<file path="src/rtl/bram_stream_reader.sv">
// Streams a contiguous, wrapping address range out of a block RAM read port onto
// a valid/ready stream, hiding the RAM's one-cycle registered read latency.
module bram_stream_reader #(
  parameter int memSize_p   = 8,
  parameter int dataWidth_p = 16
) (
  input  logic                   clk_i,
  input  logic                   reset_i,
  input  logic                   start_i,
  input  logic [memSize_p-1:0]   base_i,
  input  logic [memSize_p:0]     length_i,
  input  logic                   abort_i,
  output logic                   busy_o,
  output logic                   done_o,
  output logic [memSize_p-1:0]   raddr_o,
  input  logic [dataWidth_p-1:0] rdata_i,
  output logic                   valid_o,
  input  logic                   ready_i,
  output logic [dataWidth_p-1:0] data_o
);

  localparam logic [0:0] IDLE   = 1'b0;
  localparam logic [0:0] STREAM = 1'b1;

  localparam logic [memSize_p-1:0] ADDR_ONE = {{(memSize_p-1){1'b0}}, 1'b1};
  localparam logic [memSize_p:0]   CNT_ONE  = {{memSize_p{1'b0}}, 1'b1};

  logic [0:0]             state;
  logic [memSize_p-1:0]   addr;
  logic [memSize_p:0]     remaining;
  logic [memSize_p:0]     outstanding;
  logic                   inflight;
  logic                   done_q;
  logic [dataWidth_p-1:0] buf_q [2];
  logic                   wr_ptr;
  logic                   rd_ptr;
  logic [1:0]             count;

  logic       push;
  logic       pop;
  logic       issue;
  logic       accept;
  logic       accept_zero;
  logic       last;
  logic [2:0] occupancy;

  // Occupancy counts the word already on its way from the RAM, so the buffer
  // can never be pushed while full.
  always_comb begin
    push        = inflight;
    pop         = (count != 2'd0) && ready_i;
    occupancy   = {1'b0, count} + {2'b00, inflight} - {2'b00, pop};
    issue       = (state == STREAM) && !abort_i && (remaining != '0) && (occupancy < 3'd2);
    accept      = (state == IDLE) && start_i && !abort_i && (length_i != '0);
    accept_zero = (state == IDLE) && start_i && !abort_i && (length_i == '0);
    last        = (state == STREAM) && !abort_i && pop && (outstanding == CNT_ONE);
  end

  always_ff @(posedge clk_i or posedge reset_i) begin
    if (reset_i) begin
      state       <= IDLE;
      addr        <= '0;
      remaining   <= '0;
      outstanding <= '0;
      inflight    <= 1'b0;
      done_q      <= 1'b0;
      buf_q[0]    <= '0;
      buf_q[1]    <= '0;
      wr_ptr      <= 1'b0;
      rd_ptr      <= 1'b0;
      count       <= 2'd0;
    end else begin
      done_q <= accept_zero || last;
      if (abort_i) begin
        state       <= IDLE;
        remaining   <= '0;
        outstanding <= '0;
        inflight    <= 1'b0;
        wr_ptr      <= 1'b0;
        rd_ptr      <= 1'b0;
        count       <= 2'd0;
      end else begin
        inflight <= issue;
        if (accept) begin
          state       <= STREAM;
          addr        <= base_i;
          remaining   <= length_i;
          outstanding <= length_i;
        end
        if (issue) begin
          addr      <= addr + ADDR_ONE;
          remaining <= remaining - CNT_ONE;
        end
        if ((state == STREAM) && pop) begin
          outstanding <= outstanding - CNT_ONE;
        end
        if (last) begin
          state <= IDLE;
        end
        if (push) begin
          buf_q[wr_ptr] <= rdata_i;
          wr_ptr        <= ~wr_ptr;
        end
        if (pop) begin
          rd_ptr <= ~rd_ptr;
        end
        case ({push, pop})
          2'b10:   count <= count + 2'd1;
          2'b01:   count <= count - 2'd1;
          default: count <= count;
        endcase
      end
    end
  end

  always_comb begin
    busy_o  = (state == STREAM);
    done_o  = done_q;
    raddr_o = addr;
    valid_o = (count != 2'd0);
    data_o  = buf_q[rd_ptr];
  end

endmodule

</file>
<file path="config.mk">
export PLATFORM = sky130hd
export DESIGN_NAME = bram_stream_reader
export DESIGN_NICKNAME = d
export VERILOG_FILES = /design/src/rtl/bram_stream_reader.sv
export SDC_FILE = /design/constraint.sdc
export NUM_CORES = 1
export LEC_CHECK = 0
export ABC_AREA = 1
export CORE_UTILIZATION = 53
export DETAILED_ROUTE_END_ITERATION = 10
export MAX_ROUTING_LAYER = met4
export PLACE_DENSITY = 0.8
export SETUP_SLACK_MARGIN = 0.5
export SLEW_MARGIN = 15
export SYNTH_ARGS = -nofsm -noshare
export SYNTH_HDL_FRONTEND = slang
export SYNTH_SLANG_ARGS = --single-unit
</file>
<file path="constraint.sdc">
create_clock -name clk_i -period 2.9 [get_ports clk_i]
set_input_delay 0.58 -clock clk_i [delete_from_list [all_inputs] [get_ports clk_i]]
set_output_delay 0.58 -clock clk_i [all_outputs]
set_load 0.005 [all_outputs]
</file>
-- Word level (Yosys, flattened, before mapping)
Index checks and enable logic that the tools add are counted.
- register bits after elaboration: 65
- input port bits: 38
- output and inout port bits: 27
- logic and storage cells: 81
- add/subtract/negate cells: 7
- order comparisons: 4
- equality and inequality tests: 3
- multiplexer cells: 23
- bitwise operators: 6
- reduce and logical (&&, ||, !) cells: 27
- operator list (operator ; number):
    2-to-1 mux 16 bit ; 4
    2-to-1 mux 9 bit ; 5
    bitwise mux 32 bit ; 1
    nonzero test 9 bit ; 2
    subtractor 9 x 1 -> 9 bit, second input constant ; 2
    demux 16 bit (select 1 bit) ; 1
    2-to-1 mux 8 bit ; 2
    logical AND 1 bit ; 12
    nonzero test 3 bit ; 4
    equality test 9 x 1 -> 1 bit, second input constant ; 1
    zero test 9 bit ; 1
    adder 8 x 1 -> 8 bit, second input constant ; 1
    2-to-1 mux 1 bit ; 8
    nonzero test 2 bit ; 4
    greater-or-equal comparator 2 bit, second input constant ; 2
    inverter 1 bit ; 4
    inverter 1 -> 2 bit ; 2
    case mux 2 bit (2 select lines) ; 1
    AND reduction 2 bit ; 2
    adder 2 x 1 -> 3 bit ; 1
    less-than comparator 3 x 2 -> 1 bit, second input constant ; 1
    subtractor 3 x 1 -> 3 bit ; 1
    adder 2 x 1 -> 2 bit, second input constant ; 1
    equality test 2 x 1 -> 1 bit, second input constant ; 1
    6 further kinds ; 6

-- Depth between registers and ports, before layout
- depth after elaboration: 7
- gate-level depth with buffers: 15
- mapped depth without buffers: 15

-- Least setup slack after synthesis
OpenSTA, ideal clock, no wires.
- kind: input -> register
- start: input port ready_i
- end: register addr[1] (netlist: raddr_o[1])
- setup time: 124 ps
- arrival time: 2152 ps
- data required time: 2776 ps
- setup slack: 625 ps
- cell stages on the path: 12
- path buffers: 1
- cells stage by stage: nand2_1 > inv_1 > nand2_1 > o21ai_0 > nand2_1 > fa_1 > nand2_2 > nor2_4 > nand2_4 > buf_6 > o211ai_1 > nand2_1
- longest elaborated chain between the ends: 6
- elaborated cells between the ends (all ways): 7
- those cells by class: 1 x add/sub; 1 x order compare; 1 x mux; 4 x reduce/logical
- ends and longest elaborated chain (item ; RTL line ; source):
    from (decl) ; 18 ; input logic ready_i,
    logical AND 1 bit (*) ; 51 ; pop = (count != 2'd0) && ready_i;
    subtractor 3 x 1 -> 3 bit (*) ; 52 ; occupancy = {1'b0, count} + {2'b00, inflight} - {2'b00, pop};
    less-than comparator 3 x 2 -> 1 bit (*) ; 53 ; issue = (state == STREAM) && !abort_i && (remaining != '0) && (occupancy < 3'd2);
    logical AND 1 bit (*) ; 53 ;
    nonzero test 2 bit (no source line) ; n/a ;
    AND reduction 2 bit (no source line) ; n/a ;
    to (signal assigned) ; 86 ; addr <= base_i;
    to (signal assigned) ; 91 ; addr <= addr + ADDR_ONE;
    to (decl) ; 29 ; logic [memSize_p-1:0] addr;
Every way passes the cells marked *; elsewhere a longest branch is shown, timed or not.
A chain may end at the register's enable or synchronous reset.

-- Final worst setup path
- start: register count[1]
- end: register addr[1] (netlist: raddr_o[1])
- longest elaborated chain between the ends: 7
- elaborated cells between the ends (all ways): 9
- those cells by class: 2 x add/sub; 1 x order compare; 1 x mux; 5 x reduce/logical
- ends and longest elaborated chain (item ; RTL line ; source):
    from (decl) ; 37 ; logic [1:0] count;
    from (signal assigned) ; 108 ; 2'b10: count <= count + 2'd1;
    from (signal assigned) ; 109 ; 2'b01: count <= count - 2'd1;
    from (signal assigned) ; 110 ; default: count <= count;
    branches (longest 2 deep; another with adder 2 x 1 -> 3 bit) ; n/a ;
    subtractor 3 x 1 -> 3 bit (*) ; 52 ;
    less-than comparator 3 x 2 -> 1 bit (*) ; 53 ;
    logical AND 1 bit (*) ; 53 ;
    nonzero test 2 bit (no source line) ; n/a ;
    AND reduction 2 bit (no source line) ; n/a ;
Every way passes the cells marked *.

==> out/results.ini <==
[die]
ioPinCount = 65
die_area_um2 = 7230
num_rows = 29
coreArea_um2 = 6490
chipWidth_um = 85.0
initial_core_util = 0.563
die_y_um = 85.0

[clock_network]
cts_tree = done
numCtsBuffers = 9
cts_buffer_depth = 2
hold_buffers = 0
cts_max_level = 3
clk_pin_slew_ns = 0.08
clock_sinks = 65
clockRootBuffer = clkbuf_8
clock_latency_ns = 0.35

[route]
first_iter_violations = 277
drt-met1-wl_um = 4030
wl_met3_um = 457
first_pass_iters = 5
routed.top_layer = met4
ant_nets = 0
vias_per_cell = 5.25
vias = 3510
met2_wirelength_um = 4290
drc = 0
drt-total-wl_um = 8970
avgRoutedWirePerCell_um = 13.4

[timing]
clock-skew-final_ns = 0.0126
tightest_slew_ns = 0.665
finalHoldViolCount = 0
fmax_mhz = 431
grt_setup_unrepaired = yes
max_slew_margin = 0.556
min_period_over_period = 0.800
finalWorstPathRequiredPeriod_ns = 2.32
setup_viol = 0
drv_slew = 0
fin_tns_setup_ns = 0

[synth]
ys_seq_area_frac = 0.445
synth-adder-area-share = 0.0192
avgSynthCellArea_um2 = 7.24
synthCells = 505
netlist_area_um2 = 3650
yosys.area_share.simple = 0.328
synth-compound-area-share = 0.0986
yosys_warnings = 0
syn-num-nets = 548
synthMuxAreaShare = 0
synth_top_family_by_area = simple AND/OR/NAND/NOR gates
synthXorXnorAreaFrac = 0.0192
synth-seq-cells = 65
yosysUniqueCellTypes = 33

[power]
power_mw = 3.71
leakage_nw = 2.44
p_per_area_nw_per_um2 = 779
vdd_ir_drop_max_mv = 0.524

[flow_run]
cap_violations = 0

[setup_path]
crit_path_start_kind = flop
path_max_fanout = 7
crit_arrival_ns = 2.55
crit_path_end_kind = flop
crit_top_cell = nand2_4
cpPeakStageDelay_ns = 0.57
crit_type = flop to flop
cp_cell_sequence = inv_1 -> nand2_4 -> nand2_4 -> inv_4 -> nand2_4 -> o21ai_2 -> nand2_2 -> fa_2 -> nand2_2 -> nor2_4 -> nand2_4 -> nand2_8 -> buf_12 -> clkinvlp_4 -> nand2_1 -> nand2_1
cp_slowest_cell = fa_2
critPathRequiredTime_ns = 3.13

[finish]
area_delta_synth_final_pct = 30.3
stdcell_area_um2 = 4760
register_area_um2 = 1630
drive_above_1_share = 0.115
nFillCells = 492
n_antenna_cell = 0
multi_input_area_um2 = 1750
mostFrequentLayoutCells = 185 x nand2_1, 64 x dfrtp_1, 63 x clkdlybuf4s50_1, 53 x inv_1, 51 x o21ai_0
layout_commonest_cell = nand2_1
layout.nets = 630

[grt]
antenna_found_initial = 0
grt_pass1_wl_um = 14800
grt_pass1_vias = 3386
grt_overflow_total = 0
grt_start_max_net_pins = 35
track_usage = 0.268

[placed_design]
hpwl_um = 6020
dpl_cell_area_um2 = 4390
place.gp.congestion = 0.887
io_buffer_count = 64

[worst_hold_path]
min_path_type = flop to flop

[status]
status = complete, no violations

synth_stat cells (all sizes together):
master,n,area [µm²]
xnor2,3,26.3
or2,1,6.26
fa,1,20.0
a21boi,1,7.51
buf,7,68.8
nor2,36,160
nand3b,2,15.0
xor2,5,43.8
nand4,8,50.1
clkbuf,9,33.8
nand3,41,215
ha,4,50.1
inv,59,221
nand2,194,748
clkinv,1,3.75
nor3,1,5.00
o21ai,58,290
dfrtp,65,1630
a21oi,5,28.8
o211ai,2,15.0
o21bai,2,18.8
through the flow:
step                      setup WS [ns]  cells  hold slack, ns  utilization
final                             0.580    669           0.485        0.733
after CTS                         0.519    665           0.491        0.721
after global routing              0.437    669           0.508        0.733
after detailed placement         0.0238    642           0.473        0.676
after floorplan                   0.625    505           0.449            -
after global placement            0.109    642           0.465        0.676
logic make-up after synthesis:
logic type,Yosys count
adders and majority gates,5
and+or+nand+nor,283
xor gates and xnor gates,8
buffers and inverters,76
AOI/OAI and AO/OA,68
DFF,65
critical path, delay by kind of cell (launching register included):
| family | cells | cell delay, ns |
|---|---|---|
| AO/OA/AOI/OAI | 1 | 0.06 |
| buffers and inverters | 4 | 0.40 |
| adder cells (fa/ha/maj) | 1 | 0.57 |
| AND/OR/NAND/NOR | 10 | 0.79 |
| flip-flops | 1 | 0.36 |
timing repair:
item / CTS / global route
pin swaps: 6 / 7
buffers inserted: 7 / 4
resized for setup: 9 / 13
endpoints found under the setup margin: 29 / 16
report_power, final:
group	internal, mW	switching (mW)
sequential	1.16	0.205
clock	0.421	0.380
combinational	0.765	0.774
routing by layer:
| layer | vias to the layer above | track usage |
|---|---|---|
| met3 | 20 | 0.0457 |
| met5 | - | - |
| met1 | 1631 | 0.333 |
| li1 | 1750 | - |
| met4 | 0 | 0.116 |
| met2 | 109 | 0.432 |
sequential cells by signal, indices dropped and copies added, names as in the netlist:
name         count
remaining        9
raddr_o          8
busy_o           1
done_o           1
inflight         1
outstanding      9
count            2
wr_ptr           1
rd_ptr           1
buf_q           32
layout make-up:
type,instances,share of cell area
multi-input cells,364,0.367
inverters,60,0.0489
clock inverters,6,0.0142
clock buffers,10,0.0289
repair buffers,87,0.179
well taps,77,0.0202
flip-flops and latches,65,0.342
final timing paths:
path                            cells after the start                       end  slack, ns             startpoint
worst min-delay path                                2     buf_q[27]$_DFFE_PP0P_       0.49  buf_q[27]$_DFFE_PP0P_
worst max register to register                     16    raddr_o[1]$_DFFE_PP0P_       0.58   count[1]$_DFFE_PP0P_
worst min register to register                      2     buf_q[27]$_DFFE_PP0P_       0.49  buf_q[27]$_DFFE_PP0P_
min in group asynchronous                           2      buf_q[2]$_DFFE_PP0P_       0.63                reset_i
worst max-delay path                               16    raddr_o[1]$_DFFE_PP0P_       0.58   count[1]$_DFFE_PP0P_
max in group asynchronous                           3  remaining[3]$_DFFE_PP0P_       1.63                reset_i
Power figures use the tool's default switching activity.
